File: src/rtl/syn_s_info_rx_pkg.sv
// Shared state encodings and framing constants for the tx_info UTC-seconds receiver.
// The optional glitch filter (SYN_S_INFO_FILT_EN) uses the majority helper below.
package syn_s_info_rx_pkg;

    typedef enum logic [2:0] {
        S_IDLE  = 3'd0,
        S_START = 3'd1,
        S_DATA  = 3'd2,
        S_STOP  = 3'd3,
        S_GAP   = 3'd4,
        S_BREAK = 3'd5
    } state_e;

    localparam int TPER_MIN       = 4;
    localparam int BYTES_PER_WORD = 4;
    localparam int WORD_W         = 32;

    function automatic logic maj3(input logic [2:0] v);
        return (v[0] & v[1]) | (v[0] & v[2]) | (v[1] & v[2]);
    endfunction

endpackage

File: src/rtl/syn_s_info_rx_if.sv
// Serial-line input, bit-period configuration and decoded UTC-seconds outputs of the receiver.
interface syn_s_info_rx_if
    import syn_s_info_rx_pkg::*;
#(
    parameter int CNT_W = 20
);
    logic              rx_info;
    logic [CNT_W-1:0]  tbit_period;
    logic [WORD_W-1:0] utc_sec;
    logic              utc_valid;
    logic              err_frame;
    logic              err_timeout;
    logic              busy;

    modport master (
        output rx_info, tbit_period,
        input  utc_sec, utc_valid, err_frame, err_timeout, busy
    );

    modport slave (
        input  rx_info, tbit_period,
        output utc_sec, utc_valid, err_frame, err_timeout, busy
    );
endinterface

File: src/rtl/syn_s_info_rx_byte.sv
// Start/data/stop bit timing for one {0, d7..d0, 1} character; samples mid-bit from the start edge.
module syn_s_info_rx_byte
    import syn_s_info_rx_pkg::*;
#(
    parameter int CNT_W = 20
) (
    input  logic             clk_sys,
    input  logic             rst_n,
    input  logic             start,
    input  logic             line,
    input  logic [CNT_W-1:0] tbit_period,
    output logic             byte_done,
    output logic             stop_err,
    output logic             false_start,
    output logic [7:0]       byte_data,
    output logic [CNT_W-1:0] tper
);
    state_e           state_q, state_d;
    logic [CNT_W-1:0] cnt_q, cnt_d, tper_q, tper_d;
    logic [CNT_W-1:0] half_m1, tper_m1;
    logic [2:0]       bit_q, bit_d;
    logic [7:0]       sh_q, sh_d;

    assign half_m1   = (tper_q >> 1) - CNT_W'(1);
    assign tper_m1   = tper_q - CNT_W'(1);
    assign byte_data = sh_q;
    assign tper      = tper_q;

    always_ff @(posedge clk_sys or negedge rst_n) begin
        if (!rst_n) begin
            state_q <= S_IDLE;
            cnt_q   <= '0;
            tper_q  <= CNT_W'(TPER_MIN);
            bit_q   <= '0;
            sh_q    <= '0;
        end else begin
            state_q <= state_d;
            cnt_q   <= cnt_d;
            tper_q  <= tper_d;
            bit_q   <= bit_d;
            sh_q    <= sh_d;
        end
    end

    always_comb begin
        state_d     = state_q;
        cnt_d       = cnt_q + CNT_W'(1);
        tper_d      = tper_q;
        bit_d       = bit_q;
        sh_d        = sh_q;
        byte_done   = 1'b0;
        stop_err    = 1'b0;
        false_start = 1'b0;
        case (state_q)
            S_IDLE: begin
                cnt_d = '0;
                if (start) begin
                    state_d = S_START;
                    tper_d  = (tbit_period < CNT_W'(TPER_MIN)) ? CNT_W'(TPER_MIN) : tbit_period;
                end
            end
            S_START: begin
                if (cnt_q == half_m1) begin
                    cnt_d = '0;
                    bit_d = '0;
                    if (line) begin
                        false_start = 1'b1;
                        state_d     = S_IDLE;
                    end else begin
                        state_d = S_DATA;
                    end
                end
            end
            S_DATA: begin
                if (cnt_q == tper_m1) begin
                    cnt_d = '0;
                    sh_d  = {sh_q[6:0], line};
                    bit_d = bit_q + 3'd1;
                    if (bit_q == 3'd7) state_d = S_STOP;
                end
            end
            S_STOP: begin
                if (cnt_q == tper_m1) begin
                    byte_done = line;
                    stop_err  = ~line;
                    state_d   = S_IDLE;
                end
            end
            default: state_d = S_IDLE;
        endcase
    end
endmodule

File: src/rtl/syn_s_info_rx.sv
// Slave receiver for the tx_info link: assembles four bytes (MSB byte first) into utc_sec.
// Define SYN_S_INFO_FILT_EN to insert a 3-sample majority glitch filter after the synchroniser.
module syn_s_info_rx
    import syn_s_info_rx_pkg::*;
#(
    parameter int TIMEOUT_BITS = 32,
    parameter int CNT_W        = 20
) (
    input  logic           clk_sys,
    input  logic           rst_n,
    syn_s_info_rx_if.slave bus
);
    localparam int GAP_W = CNT_W + 6;

    logic [1:0]        sync_q, sync_d;
    logic              line, line_prev_q, line_prev_d, fall;
    state_e            state_q, state_d;
    logic [1:0]        byte_cnt_q, byte_cnt_d;
    logic [23:0]       word_q, word_d;
    logic [GAP_W-1:0]  gap_q, gap_d, gap_inc, timeout_lim, brk_lim;
    logic [WORD_W-1:0] utc_sec_q, utc_sec_d;
    logic              utc_valid_q, utc_valid_d;
    logic              err_frame_q, err_frame_d;
    logic              err_timeout_q, err_timeout_d;
    logic              start, byte_done, stop_err, false_start;
    logic [7:0]        byte_data;
    logic [CNT_W-1:0]  tper;

`ifdef SYN_S_INFO_FILT_EN
    logic [1:0] filt_q, filt_d;
    logic       line_f_q, line_f_d;

    always_comb begin
        filt_d   = {filt_q[0], sync_q[1]};
        line_f_d = maj3({sync_q[1], filt_q});
    end

    always_ff @(posedge clk_sys or negedge rst_n) begin
        if (!rst_n) begin
            filt_q   <= 2'b11;
            line_f_q <= 1'b1;
        end else begin
            filt_q   <= filt_d;
            line_f_q <= line_f_d;
        end
    end

    assign line = line_f_q;
`else
    assign line = sync_q[1];
`endif

    assign sync_d      = {sync_q[0], bus.rx_info};
    assign line_prev_d = line;
    assign fall        = line_prev_q & ~line;
    assign gap_inc     = (&gap_q) ? gap_q : gap_q + GAP_W'(1);
    assign timeout_lim = GAP_W'(TIMEOUT_BITS) * GAP_W'(tper);
    assign brk_lim     = GAP_W'(tper) - GAP_W'(1);

    syn_s_info_rx_byte #(.CNT_W(CNT_W)) u_byte (
        .clk_sys     (clk_sys),
        .rst_n       (rst_n),
        .start       (start),
        .line        (line),
        .tbit_period (bus.tbit_period),
        .byte_done   (byte_done),
        .stop_err    (stop_err),
        .false_start (false_start),
        .byte_data   (byte_data),
        .tper        (tper)
    );

    always_ff @(posedge clk_sys or negedge rst_n) begin
        if (!rst_n) begin
            sync_q        <= 2'b11;
            line_prev_q   <= 1'b1;
            state_q       <= S_IDLE;
            byte_cnt_q    <= '0;
            word_q        <= '0;
            gap_q         <= '0;
            utc_sec_q     <= '0;
            utc_valid_q   <= 1'b0;
            err_frame_q   <= 1'b0;
            err_timeout_q <= 1'b0;
        end else begin
            sync_q        <= sync_d;
            line_prev_q   <= line_prev_d;
            state_q       <= state_d;
            byte_cnt_q    <= byte_cnt_d;
            word_q        <= word_d;
            gap_q         <= gap_d;
            utc_sec_q     <= utc_sec_d;
            utc_valid_q   <= utc_valid_d;
            err_frame_q   <= err_frame_d;
            err_timeout_q <= err_timeout_d;
        end
    end

    // S_START here covers the whole character; the byte sub-module owns its bit phases.
    always_comb begin
        state_d       = state_q;
        byte_cnt_d    = byte_cnt_q;
        word_d        = word_q;
        gap_d         = gap_inc;
        utc_sec_d     = utc_sec_q;
        utc_valid_d   = 1'b0;
        err_frame_d   = 1'b0;
        err_timeout_d = 1'b0;
        start         = 1'b0;
        case (state_q)
            S_IDLE: begin
                if (fall) begin
                    start   = 1'b1;
                    state_d = S_START;
                end
            end
            S_START: begin
                if (byte_done) begin
                    gap_d = '0;
                    case (byte_cnt_q)
                        2'd0:    word_d[23:16] = byte_data;
                        2'd1:    word_d[15:8]  = byte_data;
                        default: word_d[7:0]   = byte_data;
                    endcase
                    if (byte_cnt_q == 2'(BYTES_PER_WORD - 1)) begin
                        utc_sec_d   = {word_q, byte_data};
                        utc_valid_d = 1'b1;
                        byte_cnt_d  = '0;
                        state_d     = S_IDLE;
                    end else begin
                        byte_cnt_d = byte_cnt_q + 2'd1;
                        state_d    = S_GAP;
                    end
                end else if (stop_err) begin
                    err_frame_d = 1'b1;
                    byte_cnt_d  = '0;
                    gap_d       = '0;
                    state_d     = S_BREAK;
                end else if (false_start) begin
                    state_d = (byte_cnt_q != 2'd0) ? S_GAP : S_IDLE;
                end
            end
            S_GAP: begin
                if (fall) begin
                    start   = 1'b1;
                    state_d = S_START;
                end else if (gap_q == timeout_lim) begin
                    err_timeout_d = 1'b1;
                    byte_cnt_d    = '0;
                    state_d       = S_IDLE;
                end
            end
            S_BREAK: begin
                gap_d = line ? gap_inc : '0;
                if (line && gap_q == brk_lim) state_d = S_IDLE;
            end
            default: state_d = S_IDLE;
        endcase
    end

    assign bus.utc_sec     = utc_sec_q;
    assign bus.utc_valid   = utc_valid_q;
    assign bus.err_frame   = err_frame_q;
    assign bus.err_timeout = err_timeout_q;
    assign bus.busy        = (state_q != S_IDLE);
endmodule

File: src/flat_wrapper.sv
// flat-port wrapper written by rule: the top's interface ports become plain ports
module syn_s_info_rx_flat import syn_s_info_rx_pkg::*;
#(
    parameter int TIMEOUT_BITS = 32,
    parameter int CNT_W        = 20
)
  (clk_sys, rst_n, bus_rx_info, bus_tbit_period, bus_utc_sec, bus_utc_valid, bus_err_frame, bus_err_timeout, bus_busy);
  syn_s_info_rx_if #(.CNT_W(CNT_W)) bus_i ();
  input  logic clk_sys;
  input  logic rst_n;
  input wire logic [$bits(bus_i.rx_info)-1:0] bus_rx_info;
  input wire logic [$bits(bus_i.tbit_period)-1:0] bus_tbit_period;
  output wire logic [$bits(bus_i.utc_sec)-1:0] bus_utc_sec;
  output wire logic [$bits(bus_i.utc_valid)-1:0] bus_utc_valid;
  output wire logic [$bits(bus_i.err_frame)-1:0] bus_err_frame;
  output wire logic [$bits(bus_i.err_timeout)-1:0] bus_err_timeout;
  output wire logic [$bits(bus_i.busy)-1:0] bus_busy;
  assign bus_i.rx_info = bus_rx_info;
  assign bus_i.tbit_period = bus_tbit_period;
  assign bus_utc_sec = bus_i.utc_sec;
  assign bus_utc_valid = bus_i.utc_valid;
  assign bus_err_frame = bus_i.err_frame;
  assign bus_err_timeout = bus_i.err_timeout;
  assign bus_busy = bus_i.busy;
  syn_s_info_rx #(.TIMEOUT_BITS(TIMEOUT_BITS), .CNT_W(CNT_W)) u_core (.clk_sys(clk_sys), .rst_n(rst_n), .bus(bus_i));
endmodule
File: config.mk
export PLATFORM = sky130hd
export DESIGN_NAME = syn_s_info_rx_flat
export DESIGN_NICKNAME = d
export VERILOG_FILES = /design/src/rtl/syn_s_info_rx_pkg.sv /design/src/rtl/syn_s_info_rx_if.sv /design/src/rtl/syn_s_info_rx_byte.sv /design/src/rtl/syn_s_info_rx.sv /design/src/flat_wrapper.sv
export SDC_FILE = /design/constraint.sdc
export NUM_CORES = 1
export LEC_CHECK = 0
export CAP_MARGIN = 20
export CORE_ASPECT_RATIO = 0.9
export CORE_UTILIZATION = 40
export CTS_BUF_LIST = sky130_fd_sc_hd__clkbuf_2
export DETAILED_ROUTE_END_ITERATION = 12
export HOLD_SLACK_MARGIN = 0.1
export SLEW_MARGIN = 10
export SYNTH_ARGS = -nofsm -noshare
export SYNTH_HDL_FRONTEND = slang
export SYNTH_SLANG_ARGS = --single-unit
File: constraint.sdc
create_clock -name clk_sys -period 4.09 [get_ports clk_sys]
set_input_delay 0.6135 -clock clk_sys [delete_from_list [all_inputs] [get_ports clk_sys]]
set_output_delay 0.6135 -clock clk_sys [all_outputs]
set_load 0.05 [all_outputs]
==> results.yml <==
outcome:
  run_status: "complete, but fails checks"
  violations: "design-rule violations"
clock_tree:
  clock-sinks: 145
  cts_htree_levels: 4
  tritoncts: "yes"
  cts_setup_buffers: 0
  cts_root_buffer: "clkbuf_2"
  insertion_delay_ns: 0.75
  clockBufferDepth: 2
  clkTransAtPathRegs_ns: 0.26
  cts_made_buffers: 17
cells_and_area:
  fin_cells: 1270
  n_fill_cell: 2059
  synthToLayoutAreaGrowth_pct: 15.7
  nNetsFinal: 1002
  utilization_pct: 47.1
  drive_above_1_share_pct: 19.6
placement:
  post-place-cells: 1235
  io_buffers: 58
  dpl.hpwl_um: 18200
  pre_cts_ws_ns: 0.167
  place.gp.congestion: 0.936
die:
  core_area_um2: 21600
  fp.dieH_um: 143
  dieWidth_um: 158
  die-area_um2: 22600
  core.rowCount: 51
  ioPinCount: 59
  start_util_pct: 40.7
timing:
  maxSlewHeadroom_pct: 39.9
  post-route-min-period_ns: 3.87
  finalSetupTns_ns: 0
  hold_violations: 0
  fin_ws_ns: 0.222
  hold_ws_ns: 0.260
  skew_ns: 0.0333
  worst_pin_slew_ns: 0.902
  clock.fmax_ghz: 0.259
  slew_violations: 0
  setup_violations: 0
  rsz0062_at_grt: "false"
  period_share_pct: 94.6
synthesis:
  synth-edff-count: 0
  synth_area_um2: 8800
  avgSynthCellArea_um2: 9.73
  yosysTopAreaCell: "dfrtp_1"
  async_flop_share_pct: 100
  ys_top_cells_by_area: "dfrtp_1, mux2_2, xnor2_1"
  ys_seq_elements: 145
  syn_nets: 941
  synth_warnings: 0
  yosysUniqueCellTypes: 65
  synth_flop_cell: "dfrtp_1"
  synth.top_cell.area_share_pct: 40.1
  ys_seq_area_share_pct: 41.3
  syn_inst: 904
hold_path:
  min-delay-start: "bus_rx_info"
  min_to: "u_core.sync_q[0]$_DFF_PN1_"
  holdCritPathClass: "in -> reg"
  whs_path_depth: 1
power:
  switchingPower_uw: 2350
  clock_power_share_pct: 15.7
  p_int_uw: 2820
  power.density_nw_per_um2: 508
  seqPwrFrac_pct: 34.9
  p_comb_share_pct: 49.4
  p_leak_uw: 0.00437
  switching_share_pct: 45.5
  irDropWorstVdd_uv: 257
grt:
  grt_usage_pct: 22.6
  grt_pass1_wl_um: 38600
  overflow: 0
  grt_pass1_vias: 6866
  antenna_found_initial: 1
  grt_max_degree: 97
detailed_routing:
  route.detailed.drc: 2
  highest-signal-layer: "met4"
  wl_met3_um: 1310
  finalWirelength_um: 24200
  wl_per_cell_um: 19.1
  via_per_inst: 5.59
  drtIter0Drc: 525
  ant_nets: 0
  m1WireLength_um: 12000
  firstDrtPassIters: 9
  wl_met2_um: 10300
  vias: 7098
setup_path:
  crit_arrival_ns: 4.51
  cp-end-kind: "register"
  r2r_slack_ns: 0.22
  r2r_start: "u_core.u_byte.tper[1]$_DFFE_PN0P_"
  critPathMaxStageDelay_ns: 0.53
  rr_worst_depth: 12
  critPathKind: "reg -> reg"
  crit_fanout: 8
  cpMostUsedCell: "buf_4"
  crit_chain: "inv_1, ha_1, or4b_4, or4_1, buf_4, o31ai_2, and4b_1, nand4_1, nor4_4, nor4b_4, buf_4, mux2_2"
  slowest_stage: "or4b_4"
  critPathLaunchType: "register"
  worst_ep_required_time_ns: 4.73
  r2r_end: "u_core.word_q[2]$_DFFE_PN0P_"
job:
  maxCapViolations: 0
==> synth_stat cells (12+ instances only) <==
library cell  number
nor3_1            21
xor2_1            58
nand3_1           36
xnor2_1           66
and3_1            13
inv_1             25
ha_1              14
nor2_1            87
clkbuf_1          47
or4_1             16
nor4_1            25
nand4_1           22
buf_2             12
o21ai_0           23
dfrtp_1          141
a21oi_1           24
mux2_2            82
nand2_1           47
==> worst max-delay path by stage <==
stage / start / endpoint / slack [ns]
global route: u_core.u_byte.tper[1]$_DFFE_PN0P_ / u_core.word_q[2]$_DFFE_PN0P_ / 0.03
finish: u_core.u_byte.tper[1]$_DFFE_PN0P_ / u_core.word_q[2]$_DFFE_PN0P_ / 0.22
floorplan: u_core.u_byte.tper[2]$_DFFE_PN1P_ / u_core.word_q[0]$_DFFE_PN0P_ / 0.0006
detailed placement: u_core.u_byte.tper[1]$_DFFE_PN0P_ / u_core.word_q[7]$_DFFE_PN0P_ / 0.17
global placement: u_core.u_byte.tper[10]$_DFFE_PN0P_ / u_core.state_q[2]$_DFFE_PN0P_ / 0.21
CTS: u_core.u_byte.tper[1]$_DFFE_PN0P_ / u_core.word_q[7]$_DFFE_PN0P_ / 0.1
==> area by class of cell <==
class / count / area (um2) / area share (%)
Antenna cell: 1 / 2.50 / 0.0246
Clock buffer: 17 / 85.1 / 0.836
Clock inverter: 15 / 143 / 1.40
Inverter: 25 / 93.8 / 0.922
Multi-Input combinational cell: 665 / 4840 / 47.6
Sequential cell: 145 / 3630 / 35.7
Tap cell: 291 / 364 / 3.58
Timing Repair Buffer: 111 / 1020 / 9.99
==> registers in the layout (all words and copies together), names as in the netlist, 2 cells and up <==
name and count:
u_core.gap_q 26, u_core.byte_cnt_q 2, u_core.u_byte.cnt_q 20, u_core.sync_q 2
u_core.word_q 24, u_core.u_byte.byte_data 8, u_core.state_q 2, u_core.u_byte.tper 20
u_core.bus.utc_sec 32, u_core.u_byte.bit_q 3, u_core.u_byte.state_q 2
==> worst max-delay path: cells and delay by family, from the launching register on <==
kind,cells,cell delay [ns]
flip-flops,1,0.44
multiplexers,1,0.34
adder cells (fa/ha/maj),1,0.24
AND/OR/NAND/NOR,6,2.03
buffers and inverters,3,0.50
AO/OA/AOI/OAI,1,0.21
==> logic make-up after synthesis <==
| kind of cell | Yosys count | synth area share (%) |
|---|---|---|
| compound gates | 109 | 8.49 |
| xor+xnor | 125 | 12.6 |
| fa+ha+maj | 14 | 1.99 |
| buf+inv | 94 | 4.18 |
| flops | 145 | 41.3 |
| mux | 90 | 11.4 |
| simple gates | 327 | 20.0 |
==> what timing repair did <==
item                                   CTS  global route
setup endpoints to repair                0            43
hold buffers                             1             0
gates resized for setup                  0             6
endpoints found under the hold margin   92             0
==> routing by layer <==
layer,up-vias,global-route usage [%]
met5,-,0
met4,0,7.29
met3,43,4.37
met2,211,32.5
met1,3506,33.8
li1,3338,-
==> power groups by stage <==
stage               Clock, uW  Combinational [uW]  Sequential [uW]
finish                    811                2560             1810
global route              895                2760             1830
CTS                       847                2500             1800
detailed placement          0                2490             1820
global placement            0                2490             1820
floorplan                   0                1750             1690
==> per-stage QoR <==
| stage | cell area [um2] | power (uW) |
|---|---|---|
| 2_1_floorplan | 8800 | 3450 |
| 4_1_cts | 10100 | 5150 |
| 6_report | 10200 | 5170 |
| 5_1_grt | 10200 | 5490 |
| 3_5_place_dp | 9900 | 4310 |
| 3_3_place_gp | 9900 | 4310 |
==> placed cells by master (no fill, tap or decap), types with 13 or more instances in the layout <==
master,count
a21oi_1,24
and3_1,13
buf_4,48
clkbuf_2,18
clkdlybuf4s50_1,57
dfrtp_1,141
ha_1,14
inv_1,25
mux2_2,82
nand2_1,47
nand3_1,36
nand4_1,22
nor2_1,87
nor3_1,19
nor4_1,24
o21ai_0,23
or4_1,16
xnor2_1,66
xor2_1,58
Power figures use the tool's default switching activity.
